<file path="src/rtl/id_scoreboard_if.sv">
// Issue/writeback/status bundle between the decode stage and its issue-control scoreboard.
// The master side is the decode/pipeline control; the slave side is the scoreboard.
interface id_scoreboard_if #(
    parameter int N_REG = 32
);
    localparam int RW = $clog2(N_REG);

    logic             flush;
    logic             ready_i;
    logic             issue_valid;
    logic [RW-1:0]    issue_rs1;
    logic [RW-1:0]    issue_rs2;
    logic             issue_use_rs1;
    logic             issue_use_rs2;
    logic             issue_we;
    logic [RW-1:0]    issue_rd;
    logic             issue_long;
    logic             issue_mul;
    logic             issue_div;
    logic             issue_hilo_rd;
    logic             wb_valid;
    logic [RW-1:0]    wb_addr;
    logic             stall_o;
    logic             issue_fire_o;
    logic [N_REG-1:0] pending_o;
    logic             mdu_busy_o;
    logic             mdu_done_o;

    modport master (
        output flush, ready_i, issue_valid, issue_rs1, issue_rs2,
               issue_use_rs1, issue_use_rs2, issue_we, issue_rd,
               issue_long, issue_mul, issue_div, issue_hilo_rd,
               wb_valid, wb_addr,
        input  stall_o, issue_fire_o, pending_o, mdu_busy_o, mdu_done_o
    );

    modport slave (
        input  flush, ready_i, issue_valid, issue_rs1, issue_rs2,
               issue_use_rs1, issue_use_rs2, issue_we, issue_rd,
               issue_long, issue_mul, issue_div, issue_hilo_rd,
               wb_valid, wb_addr,
        output stall_o, issue_fire_o, pending_o, mdu_busy_o, mdu_done_o
    );
endinterface

</file>
<file path="src/rtl/id_scoreboard.sv">
// Decode-stage issue scoreboard: tracks late-result destination registers and the
// multi-cycle multiply/divide unit, and stalls decode until operands are forwardable.
module id_scoreboard #(
    parameter int N_REG      = 32,
    parameter int MUL_CYCLES = 2,
    parameter int DIV_CYCLES = 32,
    parameter int CW         = 6
) (
    input  logic            clk,
    input  logic            rst,
    id_scoreboard_if.slave  sb
);
    localparam int RW = $clog2(N_REG);

    logic [N_REG-1:0] pending_reg;
    logic [N_REG-1:0] pending_next;
    logic [N_REG-1:0] clr;
    logic [CW-1:0]    cnt_reg;
    logic [CW-1:0]    cnt_next;
    logic             done_reg;
    logic             done_next;
    logic             raw1;
    logic             raw2;
    logic             waw;
    logic             struct_haz;
    logic             stall;
    logic             fire;

    // A writeback in the current cycle is bypassed by the forward path, so it resolves the hazard now.
    generate
        for (genvar gi = 0; gi < N_REG; gi++) begin : g_clr
            assign clr[gi] = sb.wb_valid && (sb.wb_addr == RW'(gi));
        end
    endgenerate

    always_comb begin
        raw1       = sb.issue_use_rs1 && (sb.issue_rs1 != '0)
                     && pending_reg[sb.issue_rs1] && !clr[sb.issue_rs1];
        raw2       = sb.issue_use_rs2 && (sb.issue_rs2 != '0)
                     && pending_reg[sb.issue_rs2] && !clr[sb.issue_rs2];
        waw        = sb.issue_we && (sb.issue_rd != '0)
                     && pending_reg[sb.issue_rd] && !clr[sb.issue_rd];
        struct_haz = (sb.issue_mul || sb.issue_div || sb.issue_hilo_rd) && (cnt_reg != '0);
        stall      = sb.issue_valid && !sb.flush && (raw1 || raw2 || waw || struct_haz);
        fire       = sb.issue_valid && sb.ready_i && !stall && !sb.flush;
    end

    // Clear first, then set, so a new late op wins over a same-cycle writeback of its rd.
    always_comb begin
        pending_next = pending_reg & ~clr;
        if (fire && sb.issue_we && sb.issue_long && (sb.issue_rd != '0)) begin
            pending_next[sb.issue_rd] = 1'b1;
        end
        if (sb.flush) begin
            pending_next = '0;
        end
        pending_next[0] = 1'b0;
    end

    always_comb begin
        cnt_next = cnt_reg;
        if (sb.flush) begin
            cnt_next = '0;
        end else if (fire && sb.issue_div) begin
            cnt_next = CW'(DIV_CYCLES);
        end else if (fire && sb.issue_mul) begin
            cnt_next = CW'(MUL_CYCLES);
        end else if (cnt_reg != '0) begin
            cnt_next = cnt_reg - CW'(1);
        end
        // A flush that lands on the final count must not report completion.
        done_next = (cnt_reg == CW'(1)) && (cnt_next == '0) && !sb.flush;
    end

    always_ff @(posedge clk or posedge rst) begin
        if (rst) begin
            pending_reg <= '0;
            cnt_reg     <= '0;
            done_reg    <= 1'b0;
        end else begin
            pending_reg <= pending_next;
            cnt_reg     <= cnt_next;
            done_reg    <= done_next;
        end
    end

    assign sb.stall_o      = stall;
    assign sb.issue_fire_o = fire;
    assign sb.pending_o    = pending_reg;
    assign sb.mdu_busy_o   = (cnt_reg != '0);
    assign sb.mdu_done_o   = done_reg;
endmodule

</file>
<file path="src/flat_wrapper.sv">
// flat-port wrapper written by rule: the top's interface ports become plain ports
module id_scoreboard_flat 
#(
    parameter int N_REG      = 32,
    parameter int MUL_CYCLES = 2,
    parameter int DIV_CYCLES = 32,
    parameter int CW         = 6
)
  (clk, rst, sb_flush, sb_ready_i, sb_issue_valid, sb_issue_rs1, sb_issue_rs2, sb_issue_use_rs1, sb_issue_use_rs2, sb_issue_we, sb_issue_rd, sb_issue_long, sb_issue_mul, sb_issue_div, sb_issue_hilo_rd, sb_wb_valid, sb_wb_addr, sb_stall_o, sb_issue_fire_o, sb_pending_o, sb_mdu_busy_o, sb_mdu_done_o);
  id_scoreboard_if #(.N_REG(N_REG)) sb_i ();
  input  logic clk;
  input  logic rst;
  input wire logic [$bits(sb_i.flush)-1:0] sb_flush;
  input wire logic [$bits(sb_i.ready_i)-1:0] sb_ready_i;
  input wire logic [$bits(sb_i.issue_valid)-1:0] sb_issue_valid;
  input wire logic [$bits(sb_i.issue_rs1)-1:0] sb_issue_rs1;
  input wire logic [$bits(sb_i.issue_rs2)-1:0] sb_issue_rs2;
  input wire logic [$bits(sb_i.issue_use_rs1)-1:0] sb_issue_use_rs1;
  input wire logic [$bits(sb_i.issue_use_rs2)-1:0] sb_issue_use_rs2;
  input wire logic [$bits(sb_i.issue_we)-1:0] sb_issue_we;
  input wire logic [$bits(sb_i.issue_rd)-1:0] sb_issue_rd;
  input wire logic [$bits(sb_i.issue_long)-1:0] sb_issue_long;
  input wire logic [$bits(sb_i.issue_mul)-1:0] sb_issue_mul;
  input wire logic [$bits(sb_i.issue_div)-1:0] sb_issue_div;
  input wire logic [$bits(sb_i.issue_hilo_rd)-1:0] sb_issue_hilo_rd;
  input wire logic [$bits(sb_i.wb_valid)-1:0] sb_wb_valid;
  input wire logic [$bits(sb_i.wb_addr)-1:0] sb_wb_addr;
  output wire logic [$bits(sb_i.stall_o)-1:0] sb_stall_o;
  output wire logic [$bits(sb_i.issue_fire_o)-1:0] sb_issue_fire_o;
  output wire logic [$bits(sb_i.pending_o)-1:0] sb_pending_o;
  output wire logic [$bits(sb_i.mdu_busy_o)-1:0] sb_mdu_busy_o;
  output wire logic [$bits(sb_i.mdu_done_o)-1:0] sb_mdu_done_o;
  assign sb_i.flush = sb_flush;
  assign sb_i.ready_i = sb_ready_i;
  assign sb_i.issue_valid = sb_issue_valid;
  assign sb_i.issue_rs1 = sb_issue_rs1;
  assign sb_i.issue_rs2 = sb_issue_rs2;
  assign sb_i.issue_use_rs1 = sb_issue_use_rs1;
  assign sb_i.issue_use_rs2 = sb_issue_use_rs2;
  assign sb_i.issue_we = sb_issue_we;
  assign sb_i.issue_rd = sb_issue_rd;
  assign sb_i.issue_long = sb_issue_long;
  assign sb_i.issue_mul = sb_issue_mul;
  assign sb_i.issue_div = sb_issue_div;
  assign sb_i.issue_hilo_rd = sb_issue_hilo_rd;
  assign sb_i.wb_valid = sb_wb_valid;
  assign sb_i.wb_addr = sb_wb_addr;
  assign sb_stall_o = sb_i.stall_o;
  assign sb_issue_fire_o = sb_i.issue_fire_o;
  assign sb_pending_o = sb_i.pending_o;
  assign sb_mdu_busy_o = sb_i.mdu_busy_o;
  assign sb_mdu_done_o = sb_i.mdu_done_o;
  id_scoreboard #(.N_REG(N_REG), .MUL_CYCLES(MUL_CYCLES), .DIV_CYCLES(DIV_CYCLES), .CW(CW)) u_core (.clk(clk), .rst(rst), .sb(sb_i));
endmodule
</file>
<file path="config.mk">
export PLATFORM = sky130hd
export DESIGN_NAME = id_scoreboard_flat
export DESIGN_NICKNAME = d
export VERILOG_FILES = /design/src/rtl/id_scoreboard_if.sv /design/src/rtl/id_scoreboard.sv /design/src/flat_wrapper.sv
export SDC_FILE = /design/constraint.sdc
export NUM_CORES = 1
export LEC_CHECK = 0
export ABC_CLOCK_PERIOD_IN_PS = 3700
export BUFFER_PORTS_ARGS = -buffer_cell sky130_fd_sc_hd__buf_2
export CAP_MARGIN = 20
export CORE_MARGIN = 5
export CORE_UTILIZATION = 54
export DETAILED_ROUTE_END_ITERATION = 8
export PLACE_DENSITY = 0.9
export SLEW_MARGIN = 25
export SYNTH_ARGS = -nofsm -noshare
export SYNTH_HDL_FRONTEND = slang
export SYNTH_SLANG_ARGS = --single-unit
</file>
<file path="constraint.sdc">
create_clock -name clk -period 3.7 [get_ports clk]
set_clock_uncertainty 0.05 [all_clocks]
set_input_delay 0.185 -clock clk [delete_from_list [all_inputs] [get_ports clk]]
set_output_delay 0.185 -clock clk [all_outputs]
set_load 0.01 [all_outputs]
</file>
Word-level counts from Yosys, hierarchy flattened

Cells that the tools add are included.
Widths: inputs -> output; s select.

Flip-flop bits (word level): 38
Input port bits: 33
Output and inout bits: 36
Word-level logic and storage cells: 134

$add $sub $neg: 1
$lt $le $gt $ge: 4
Eq/ne operators: 32
Mux-type cells: 20
Bitwise operators: 3
Reduce and logical (&&, ||, !) cells: 71

Operator list:

| kind                | number |
|---|---|
| $eq 5x5->1 const B  | 16 |
| $mux 32             | 2 |
| $logic_and 1x1->1   | 55 |
| $eq 5x4->1 const B  | 8 |
| $and 32x32->32      | 1 |
| $not 32->32         | 1 |
| $or 32x32->32       | 1 |
| $bmux 1 s5          | 6 |
| $mux 6              | 4 |
| $eq 5x3->1 const B  | 4 |
| $lt 5x6->1 const B  | 3 |
| $reduce_bool 5->1   | 3 |
| $eq 5x2->1 const B  | 2 |
| $mux 1              | 7 |
| $eq 6x1->1 const B  | 1 |
| $logic_not 6->1     | 1 |
| $reduce_bool 6->1   | 1 |
| $sub 6x1->6 const B | 1 |
| $demux 1 s5         | 1 |
| $eq 5x1->1 const B  | 1 |
| $ge 5x1->1 const B  | 1 |
| $logic_not 1->1     | 5 |
| $logic_not 5->1     | 1 |
| $logic_or 1x1->1    | 5 |

Longest topological paths before layout

Gate-level depths: netlist of run 1.

Depth after elaboration: 20
Mapped depth: 12
Gate-level depth less buffers: 10

Worst setup path before layout of run 1

No wires, ideal clock.

Path kind: register to register
Start point: reg u_core.pending_reg[31] (netlist: u_core.sb.pending_o[31])
End point: reg u_core.done_reg (netlist: u_core.sb.mdu_done_o)
Library setup time: 0.121 ns
Arrival: 2.453 ns
Data required time: 3.529 ns
Setup slack: 1.076 ns
Cell stages (with the launch flop): 9
Buffers on the path: 1
Period minus slack after synthesis: 2.624 ns
Path through: dfrtp_1 mux4_2 mux4_2 a41oi_2 o41ai_2 nor4_4 buf_6 a21oi_1 and4bb_1

Word-level cells in the longest chain between the ends: 18
Elaborated cells on any way between the ends: 27
Those cells by class: mux: 9; reduce/logical: 18

Ends and longest elaborated chain:

| what                                                     | RTL line                                 | source |
|---|---|---|
| start, declared                                          | id_scoreboard.sv:15                      | `logic [N_REG-1:0] pending_reg;` |
| start signal, assigned                                   | id_scoreboard.sv:81                      | `pending_reg <= pending_next;` |
| $bmux 1 s5, on equally long branches                     | id_scoreboard.sv:38, id_scoreboard.sv:40 |  |
| $mux 1, on equally long branches                         | id_scoreboard.sv:38, id_scoreboard.sv:40 |  |
| $logic_and 1x1->1, on equally long branches (2 in a row) | id_scoreboard.sv:38, id_scoreboard.sv:40 |  |
| $logic_or 1x1->1                                         | id_scoreboard.sv:44                      | `stall = sb.issue_valid && !sb.flush && (raw1 \|\| raw2 \|\| waw \|\| struct_haz);` |
| $logic_or 1x1->1 (*) (2 in a row)                        | id_scoreboard.sv:44                      |  |
| $logic_and 1x1->1 (*)                                    | id_scoreboard.sv:44                      |  |
| $logic_not 1->1 (*)                                      | id_scoreboard.sv:45                      | `fire = sb.issue_valid && sb.ready_i && !stall && !sb.flush;` |
| $logic_and 1x1->1 (*) (2 in a row)                       | id_scoreboard.sv:45                      |  |
| via sb_issue_fire_o                                      | flat_wrapper.sv:29                       | `output wire logic [$bits(sb_i.issue_fire_o)-1:0] sb_issue_fire_o;` |
| $logic_and 1x1->1                                        | id_scoreboard.sv:66                      | `end else if (fire && sb.issue_mul) begin` |
| $mux 6                                                   | id_scoreboard.sv:66                      |  |
| $mux 6 (*)                                               | id_scoreboard.sv:64                      | `end else if (fire && sb.issue_div) begin` |
| $mux 6 (*)                                               | id_scoreboard.sv:62                      | `if (sb.flush) begin` |
| $logic_not 6->1 (*)                                      | id_scoreboard.sv:72                      | `done_next = (cnt_reg == CW'(1)) && (cnt_next == '0) && !sb.flush;` |
| $logic_and 1x1->1 (*) (2 in a row)                       | id_scoreboard.sv:72                      |  |
| via u_core.done_next                                     | id_scoreboard.sv:21                      | `logic done_next;` |
| end signal, assigned                                     | id_scoreboard.sv:83                      | `done_reg <= done_next;` |
| end, declared                                            | id_scoreboard.sv:20                      | `logic done_reg;` |

The timed path passes the listed nets; every way through them passes the cells marked *. The select of a mux whose other input is x is not followed.

Final worst setup path of run 1

Start point: reg u_core.pending_reg[22] (netlist: u_core.sb.pending_o[22])
End point: out sb_issue_fire_o

Word-level cells in the longest chain between the ends: 11
Elaborated cells on any way between the ends: 19
Those cells by class: mux: 6; reduce/logical: 13

Ends and longest elaborated chain:

| what                                                     | RTL line |
|---|---|
| $bmux 1 s5, on equally long branches                     | id_scoreboard.sv:38, id_scoreboard.sv:40 |
| $mux 1, on equally long branches                         | id_scoreboard.sv:38, id_scoreboard.sv:40 |
| $logic_and 1x1->1, on equally long branches (2 in a row) | id_scoreboard.sv:38, id_scoreboard.sv:40 |
| $logic_or 1x1->1                                         | id_scoreboard.sv:44 |
| $logic_or 1x1->1 (*) (2 in a row)                        | id_scoreboard.sv:44 |
| $logic_and 1x1->1 (*)                                    | id_scoreboard.sv:44 |
| $logic_not 1->1 (*)                                      | id_scoreboard.sv:45 |
| $logic_and 1x1->1 (*) (2 in a row)                       | id_scoreboard.sv:45 |
| end, declared                                            | flat_wrapper.sv:29 |

Every way passes the cells marked *; elsewhere a longest branch is shown, timed or not. The select of a mux whose other input is x is not followed.

==> out/results.txt, run 1 <==
Area Overhead vs Synth: 13.1%
Req. time, crit path: 3.46 ns
ant diodes: 0
max cap viols: 0
post-synthesis register bit count: 38
setup ws final: 0.385 ns
Pwr Density: 334 nW/um2
dpl cell area: 3500 um2
global-route wire length before repair: 16.3 mm
maximum clock rate: 302 MHz
relative slew slack: 55.5%
Cells after DPL: 470
fin crit period: 3.31 ns
Mapped Cells: 353
DR WL/cell: 21.2 um
Multi-input gate area: 2050 um2
number of synthesized flops with an enable pin: 0
ys async rst share: 100%
Synthesized Nets: 389
clk sinks: 38
Setup CP Type: flip-flop to primary output
Top FF cell, synth: dfrtp_1
dpl ws: 0.480 ns
WL final: 10.1 mm
Fillers: 504
TritonCTS clock tree: built
Post-DP HPWL: 7.46 mm
leakage power: 1.57 nW
IO Pins: 69
Crit. End Element: primary output
worst min path class: input port to flip-flop
antenna violations before repair: 0
final-report setup violation count: 0
worst slew pin tran: 0.663 ns
Core Region: 5820 um2
GPL Wtd Cong: 0.984
layout cells sized above 1: 25.6%
vias per cell: 6.82
final instance area: 3600 um2
Initial Utilization: 54.7%
max-slew violation count: 0
Bufs on Longest Clock Path: 2
nets: 439
chip height: 86.7 um
period utilisation layout: 89.6%
total grt overflow: 0
RSZ-0062 raised after global routing: no
Rows: 28
drt drc: 0
most frequent cells in the layout: buf_2, nand2_1, dfrtp_1
Die W: 86.7 um
total design power: 1.20 mW
Final Util: 61.9%
post-synthesis sequential area ratio: 29.9%
FF+latch area: 951 um2
arrival time at the worst endpoint: 3.08 ns
most common cell after layout, fill and taps aside: buf_2
run status: finished, final reports clean
Initial DRC Count: 429
worst hold slack: 0.162 ns
CTS Buf Count: 5
via count: 3253
max reg flops: 31
Setup TNS: 0 ns
post-synthesis cell type count: 65
CTS H-Tree Depth: 2
Pre-antenna DRT Iters: 5
Netlist Area Pre-Place: 3180 um2
vias in the first global route: 3185
critical path launch point type: flip-flop
Die Area: 7520 um2
Tot GR Track Use: 27.5%
CP Max Fanout: 8
ANT nets after route: 0
peak supply drop: 0.000237 V
largest net degree at the start of global routing: 41
Yosys warnings: 0
CTS root buf: clkbuf_8
PortBufs: 67
final cell count without fillers: 477
Hold Vio Cnt, Final: 0
Clock Pin Slew Worst Setup and Hold Paths: 0.07 ns
clk_lat worst skew: 0.28 ns
Syn Area/Cell: 9.01 um2
## repair_timing
item	CTS	global route
hold buffers	1	0
endpoints found under the setup margin	0	0
setup buffers	0	0
resized for setup	0	0
hold endpoints to repair	38	0
## per-layer routing
layer / track usage [%] / part of all wire (%) / vias up
li1: - / - / 1407
met1: 37.2 / 40 / 1573
met2: 43.6 / 47 / 245
met3: 5.80 / 11 / 28
met4: 10.1 / 2.6 / 0
met5: 0 / 0 / -
## synthesized netlist by cell type, types with 2 or more instances
cell type,number,area (um2)
clkbuf_1,12,45.0
nand3b_1,22,165
nor2_1,14,52.6
mux4_2,14,315
o21a_1,2,15.0
buf_1,5,18.8
nand4_1,3,18.8
buf_2,8,40.0
nand2_1,39,146
ha_1,3,37.5
nor2b_1,8,50.1
nor3b_1,2,15.0
nor4_1,4,25.0
o31ai_1,3,22.5
a31oi_1,2,12.5
nor3_1,16,80.1
dfrtp_1,38,951
xor2_1,10,87.6
a21oi_1,9,45.0
nand2b_1,5,31.3
mux2_2,5,56.3
nand3_1,6,30.0
nand4b_1,6,52.6
a211oi_1,2,15.0
and3_1,2,12.5
o21ai_1,6,30.0
inv_1,13,48.8
and2_1,4,25.0
xnor2_1,7,61.3
o21ai_0,21,105
mux2i_1,15,150
nor4b_1,2,17.5
o22ai_1,13,81.3
## kinds of logic after synthesis
logic type	Yosys count	synth area share [%]
simple gates	144	26.7
compound gates	75	15.5
buf+inv	41	5.55
flops	38	29.9
mux	34	16.4
xor+xnor	17	4.68
fa+ha+maj	3	1.18
other cells	1	0.118
## layout make-up
| cell class | instances | share of cell area (%) |
|---|---|---|
| Tap cell | 75 | 2.61 |
| Clock buffer | 6 | 2.30 |
| Inverter | 13 | 1.36 |
| Sequential cell | 38 | 26.4 |
| Multi-Input combinational cell | 274 | 57.1 |
| Timing Repair Buffer | 71 | 10.2 |
## where the power goes
| group | internal, mW | switching, mW | total [mW] |
|---|---|---|---|
| sequential | 0.446 | 0.0280 | 0.474 |
| combinational | 0.181 | 0.269 | 0.450 |
| clock | 0.144 | 0.132 | 0.276 |
| total | 0.771 | 0.429 | 1.20 |
## worst paths after layout
kind,start,to,slack (ns),depth (start not counted)
max,u_core.sb.pending_o[22],sb_issue_fire_o,0.39,7
min,sb_issue_div,u_core.cnt_reg[5],0.16,3
max reg2reg,u_core.sb.pending_o[22],u_core.sb.pending_o[11],0.45,7
min reg2reg,u_core.sb.pending_o[13],u_core.sb.pending_o[13],0.57,2
max in group asynchronous,rst,u_core.sb.pending_o[1],2.76,4
min in group asynchronous,rst,u_core.sb.pending_o[21],0.51,4
## critical path, cell delays in order (launching register included)
cell	delay, ns
dfrtp_1	0.47
mux4_2	0.48
mux4_2	0.48
a41oi_2	0.23
o41ai_2	0.15
nor4_4	0.59
buf_4	0.26
buf_2	0.14
No activity file was read; power rests on OpenSTA's default activity.
==> run 2: changes to the inputs <==
- CORE_ASPECT_RATIO: default -> 0.8
==> run 2 against run 1 <==
  * Clock-buffer cell count up 1
  * Global-route usage is 1.4 points higher
  * Register-to-register slack better by 0.27 ns
  * Worst setup slack improved by 0.30 ns
  * Largest cell class unchanged
  * Largest power group unchanged
  * Worst hold slack worse by 0.060 ns
==> out/results.txt, run 2 (synthesized netlist as in run 1, its figures left out) <==
run status: finished, final reports clean
Setup CP Type: flip-flop to primary output
max reg flops: 31
max-slew violation count: 0
final-report setup violation count: 0
chip height: 78.6 um
Tot GR Track Use: 28.9%
most frequent cells in the layout: buf_2, nand2_1, dfrtp_1
layout cells sized above 1: 25.5%
Pwr Density: 355 nW/um2
nets: 439
Bufs on Longest Clock Path: 2
Req. time, crit path: 3.46 ns
Clock Pin Slew Worst Setup and Hold Paths: 0.08 ns
leakage power: 1.58 nW
drt drc: 0
largest net degree at the start of global routing: 41
TritonCTS clock tree: built
R2R Path End: u_core.sb.pending_o[3]
Resized cells post-CTS: 0
Area Overhead vs Synth: 14.1%
Pre-antenna DRT Iters: 5
cts hold-fix bufs: 1
peak supply drop: 0.000199 V
IO Pins: 69
worst min path class: input port to flip-flop
vias in the first global route: 3130
CP Max Fanout: 13
CTS H-Tree Depth: 2
clk sinks: 38
Worst Setup SP: u_core.sb.pending_o[3]
most common cell after layout, fill and taps aside: buf_2
CP dominant cell by count: mux2i_1
Die Area: 7530 um2
DR WL/cell: 21.8 um
CTS Buf Count: 5
PortBufs: 67
fin crit period: 3.02 ns
vias per cell: 6.69
Hold Vio Cnt, Final: 0
Post-DP HPWL: 7.81 mm
Die W: 95.8 um
period utilisation layout: 81.6%
antenna violations before repair: 0
Initial Utilization: 54.7%
Rows: 25
WL final: 10.6 mm
total grt overflow: 0
Setup TNS: 0 ns
worst reg-to-reg path cell count: 9
relative slew slack: 54.1%
postcts setup bufs: 0
ANT nets after route: 0
RSZ-0062 raised after global routing: no
maximum clock rate: 331 MHz
via count: 3246
Slowest-stage cell, CP: o41ai_1
worst r2r src: u_core.sb.pending_o[3]
R2R Setup Slk: 0.72 ns
total design power: 1.29 mW
crit-path cells: mux2i_1 -> nor3_1 -> o41ai_1 -> mux2i_1 -> o2111a_1 -> nor4_4 -> buf_4 -> buf_2
Initial DRC Count: 659
CTS root buf: clkbuf_8
global-route wire length before repair: 16.7 mm
worst slew pin tran: 0.689 ns
GPL Wtd Cong: 0.944
clk_lat worst skew: 0.30 ns
arrival time at the worst endpoint: 2.78 ns
ant diodes: 0
Fillers: 497
max cap viols: 0
Crit. End Element: primary output
critical path launch point type: flip-flop
Setup crit end: sb_issue_fire_o
Largest stage delay, worst path: 0.57 ns
Core Region: 5820 um2
[run 2: cell types whose count changed in the layout (fill, tap and decap cells not counted)]
cell / delta
bufinv_16: +1
clkbuf_1: +2
clkbuf_8: -1
[run 2: final cells by class]
class	count	area (um2)	area share (%)
clock inverter	1	30.0	0.828
clock buffer	7	76.3	2.10
inverter	13	48.8	1.34
timing repair buffer	71	368	10.1
tap	81	101	2.79
sequential	38	951	26.2
multi-input combinational	274	2050	56.6
[run 2: worst max-delay path, delay by kind of cell, from the launching register on]
kind            cells  cell delay (ns)
compound gates      2             0.89
mux                 2             0.35
buf+inv             2             0.42
simple gates        2             0.33
flops               1             0.49
[run 2: metrics by stage]
step / util (%) / instance area (um2) / hold slack, ns / cells / worst slack (ns)
2_1_floorplan: - / 3180 / 0.219 / 353 / 1.08
3_3_place_gp: 60.4 / 3510 / 0.267 / 476 / 0.818
3_5_place_dp: 60.4 / 3510 / 0.273 / 476 / 0.646
4_1_cts: 62.4 / 3630 / 0.0999 / 485 / 0.740
5_1_grt: 62.4 / 3630 / 0.104 / 485 / 0.545
6_report: 62.4 / 3630 / 0.101 / 485 / 0.681
[run 2: how the worst min path moves through the flow]
stage / from / end / slack (ns) / cells after the start
after floorplan: sb_flush / u_core.cnt_reg[3] / 0.22 / 1
after global routing: sb_issue_div / u_core.cnt_reg[5] / 0.10 / 3
after CTS: sb_issue_div / u_core.cnt_reg[5] / 0.1 / 3
after global placement: rst / u_core.cnt_reg[4] / 0.27 / 3
final: sb_issue_div / u_core.cnt_reg[5] / 0.10 / 3
after detailed placement: rst / u_core.cnt_reg[2] / 0.27 / 3
[run 2: power by group]
| part | internal (mW) | switching [mW] |
|---|---|---|
| Combinational | 0.182 | 0.275 |
| Sequential | 0.446 | 0.0325 |
| Clock | 0.202 | 0.151 |
[run 2: per-layer routing]
| layer | routed length [um] | GRT usage [%] |
|---|---|---|
| met1 | 4230 | 41.3 |
| met4 | 290 | 9.66 |
| met3 | 1490 | 8.43 |
| met5 | 0 | 0 |
| met2 | 4580 | 41.8 |
==> run 3: changes to the inputs <==
- ABC_CLOCK_PERIOD_IN_PS: 3700 -> 2900
- clock period: 3.7 -> 2.9 ns (I/O delays scaled with it)
==> run 3 against run 2 <==
  * Worst hold slack worse by 0.015 ns
  * Sequential share of layout area is 2.2 points lower
  * Global-route usage is 2.9 points higher
  * Combinational power is 44% higher
  * Clock power is 14% higher
  * Utilization is 5.7 points higher
  * Register-to-register slack worse by 0.65 ns
  * Critical endpoint unchanged
==> out/results.txt, run 3 (synthesized netlist as in run 1, its figures left out) <==
CTS H-Tree Depth: 2
Core Region: 5820 um2
most common cell after layout, fill and taps aside: buf_2
dpl ws: -0.0717 ns
Hold Vio Cnt, Final: 0
IO Pins: 69
Die Area: 7530 um2
Rows: 25
GPL Wtd Cong: 1.00
Cells after DPL: 506
DR WL/cell: 22.4 um
layout cells sized above 1: 32.9%
TritonCTS clock tree: built
Pwr Density: 422 nW/um2
clk sinks: 38
Die W: 95.8 um
Setup CP Type: flip-flop to primary output
CTS Buf Count: 5
M3 GR Usage: 12.8%
relative slew slack: 57.9%
Pre-antenna DRT Iters: 6
maximum clock rate: 345 MHz
via count: 3532
final instance area: 3960 um2
vias per cell: 6.75
CTS root buf: clkbuf_8
CP Max Fanout: 6
Top Usage Layer GRT: met2
CP bufs+invs: 3
Slowest-stage cell, CP: a222oi_1
GRT met2 Usage: 46.6%
Area Overhead vs Synth: 24.4%
crit-path cells: mux4_2 -> mux2i_1 -> nand2_1 -> a222oi_1 -> o41ai_4 -> nor4_4 -> buf_6 -> buf_6 -> buf_6
max cap viols: 0
total grt overflow: 0
Largest stage delay, worst path: 0.53 ns
CP dominant cell by count: buf_6
Clock Pin Slew Worst Setup and Hold Paths: 0.09 ns
worst min path class: input port to flip-flop
RSZ-0062 raised after global routing: yes
antenna violations before repair: 0
chip height: 78.6 um
nets: 476
Tot GR Track Use: 31.9%
fin crit period: 2.90 ns
met1 usage: 43.2%
max-slew violation count: 0
final-report setup violation count: 0
period utilisation layout: 99.9%
Post-DP HPWL: 8.44 mm
arrival time at the worst endpoint: 2.70 ns
drt drc: 0
final cell count without fillers: 523
Bufs on Longest Clock Path: 2
PortBufs: 67
Req. time, crit path: 2.71 ns
WL final: 11.7 mm
most frequent cells in the layout: buf_2, nand2_1, buf_4, dfrtp_1, nand3b_1
worst slew pin tran: 0.626 ns
ANT nets after route: 0
Initial DRC Count: 575
global-route wire length before repair: 18.1 mm
Final Util: 68.0%
leakage power: 1.78 nW
Crit. End Element: primary output
dpl cell area: 3740 um2
Initial Utilization: 54.7%
Crit path max-delay family: compound AO/OA/AOI/OAI gates
peak supply drop: 0.000335 V
max reg flops: 31
critical path launch point type: flip-flop
setup ws final: 0.00279 ns
largest net degree at the start of global routing: 40
vias in the first global route: 3406
run status: finished, final reports clean
clk_lat worst skew: 0.31 ns
==> run 3: changes by cell type in the layout (fill, tap and decap cells not counted), sizes merged <==
| cell | before | now |
|---|---|---|
| buf | 70 | 107 |
| bufinv | 1 | 0 |
| clkbuf | 7 | 6 |
| clkinv | 0 | 1 |
| clkinvlp | 0 | 1 |
| diode | 0 | 1 |
==> run 3: path summary, 6_finish.rpt <==
kind	to	slack, ns	cells after the start	start
setup / recovery	sb_issue_fire_o	0.003	9	u_core.sb.pending_o[15]
hold / removal	u_core.cnt_reg[5]	0.09	3	sb_issue_div
setup reg to reg	u_core.sb.mdu_done_o	0.07	10	u_core.sb.pending_o[15]
hold reg to reg	u_core.sb.pending_o[21]	0.56	2	u_core.sb.pending_o[21]
max in group asynchronous	u_core.sb.pending_o[27]	1.99	4	rst
min in group asynchronous	u_core.sb.pending_o[21]	0.46	4	rst
==> run 3: stage by stage <==
stage,TNS (ns),hold WS [ns],power (mW)
3_3_place_gp,0,0.227,1.17
4_1_cts,0,0.0800,1.64
3_5_place_dp,-0.433,0.237,1.21
5_1_grt,-0.125,0.0880,1.75
6_report,0,0.0861,1.67
2_1_floorplan,0,0.179,1.04
==> run 3: layout make-up <==
type | count | area [um2]
sequential | 38 | 951
clock buffer | 6 | 82.6
timing repair buffer | 108 | 659
clock inverter | 2 | 12.5
antenna | 1 | 2.50
fill | 461 | 1860
tap | 81 | 101
inverter | 13 | 48.8
multi-input combinational | 274 | 2100
==> run 3: where the power goes <==
group	internal [mW]	switching, mW	total [mW]
logic	0.274	0.384	0.658
registers	0.569	0.0402	0.609
clock network	0.191	0.212	0.403
==> run 3: worst reg2reg max path, cell delays in order (launching register included) <==
cell	delay (ns)
dfrtp_1	0.41
mux4_2	0.48
mux2i_1	0.16
nand2_1	0.10
a222oi_1	0.53
o41ai_4	0.16
nor4_4	0.16
buf_6	0.18
buf_4	0.12
a211oi_1	0.09
and4bb_1	0.31
==> run 3: what timing repair did <==
action                                  4_1_cts  5_1_grt
pin swaps                                     1        4
endpoints found under the setup margin       19       21
setup buffers                                 5        2
hold buffers                                  1        0
hold endpoints to repair                     38        0
gates resized for setup                       4        5
==> run 3: routing by layer <==
layer	up-vias	part of all wire, %
li1	1483	-
met5	-	0
met1	1650	37
met2	347	43
met3	52	17
met4	0	3.3
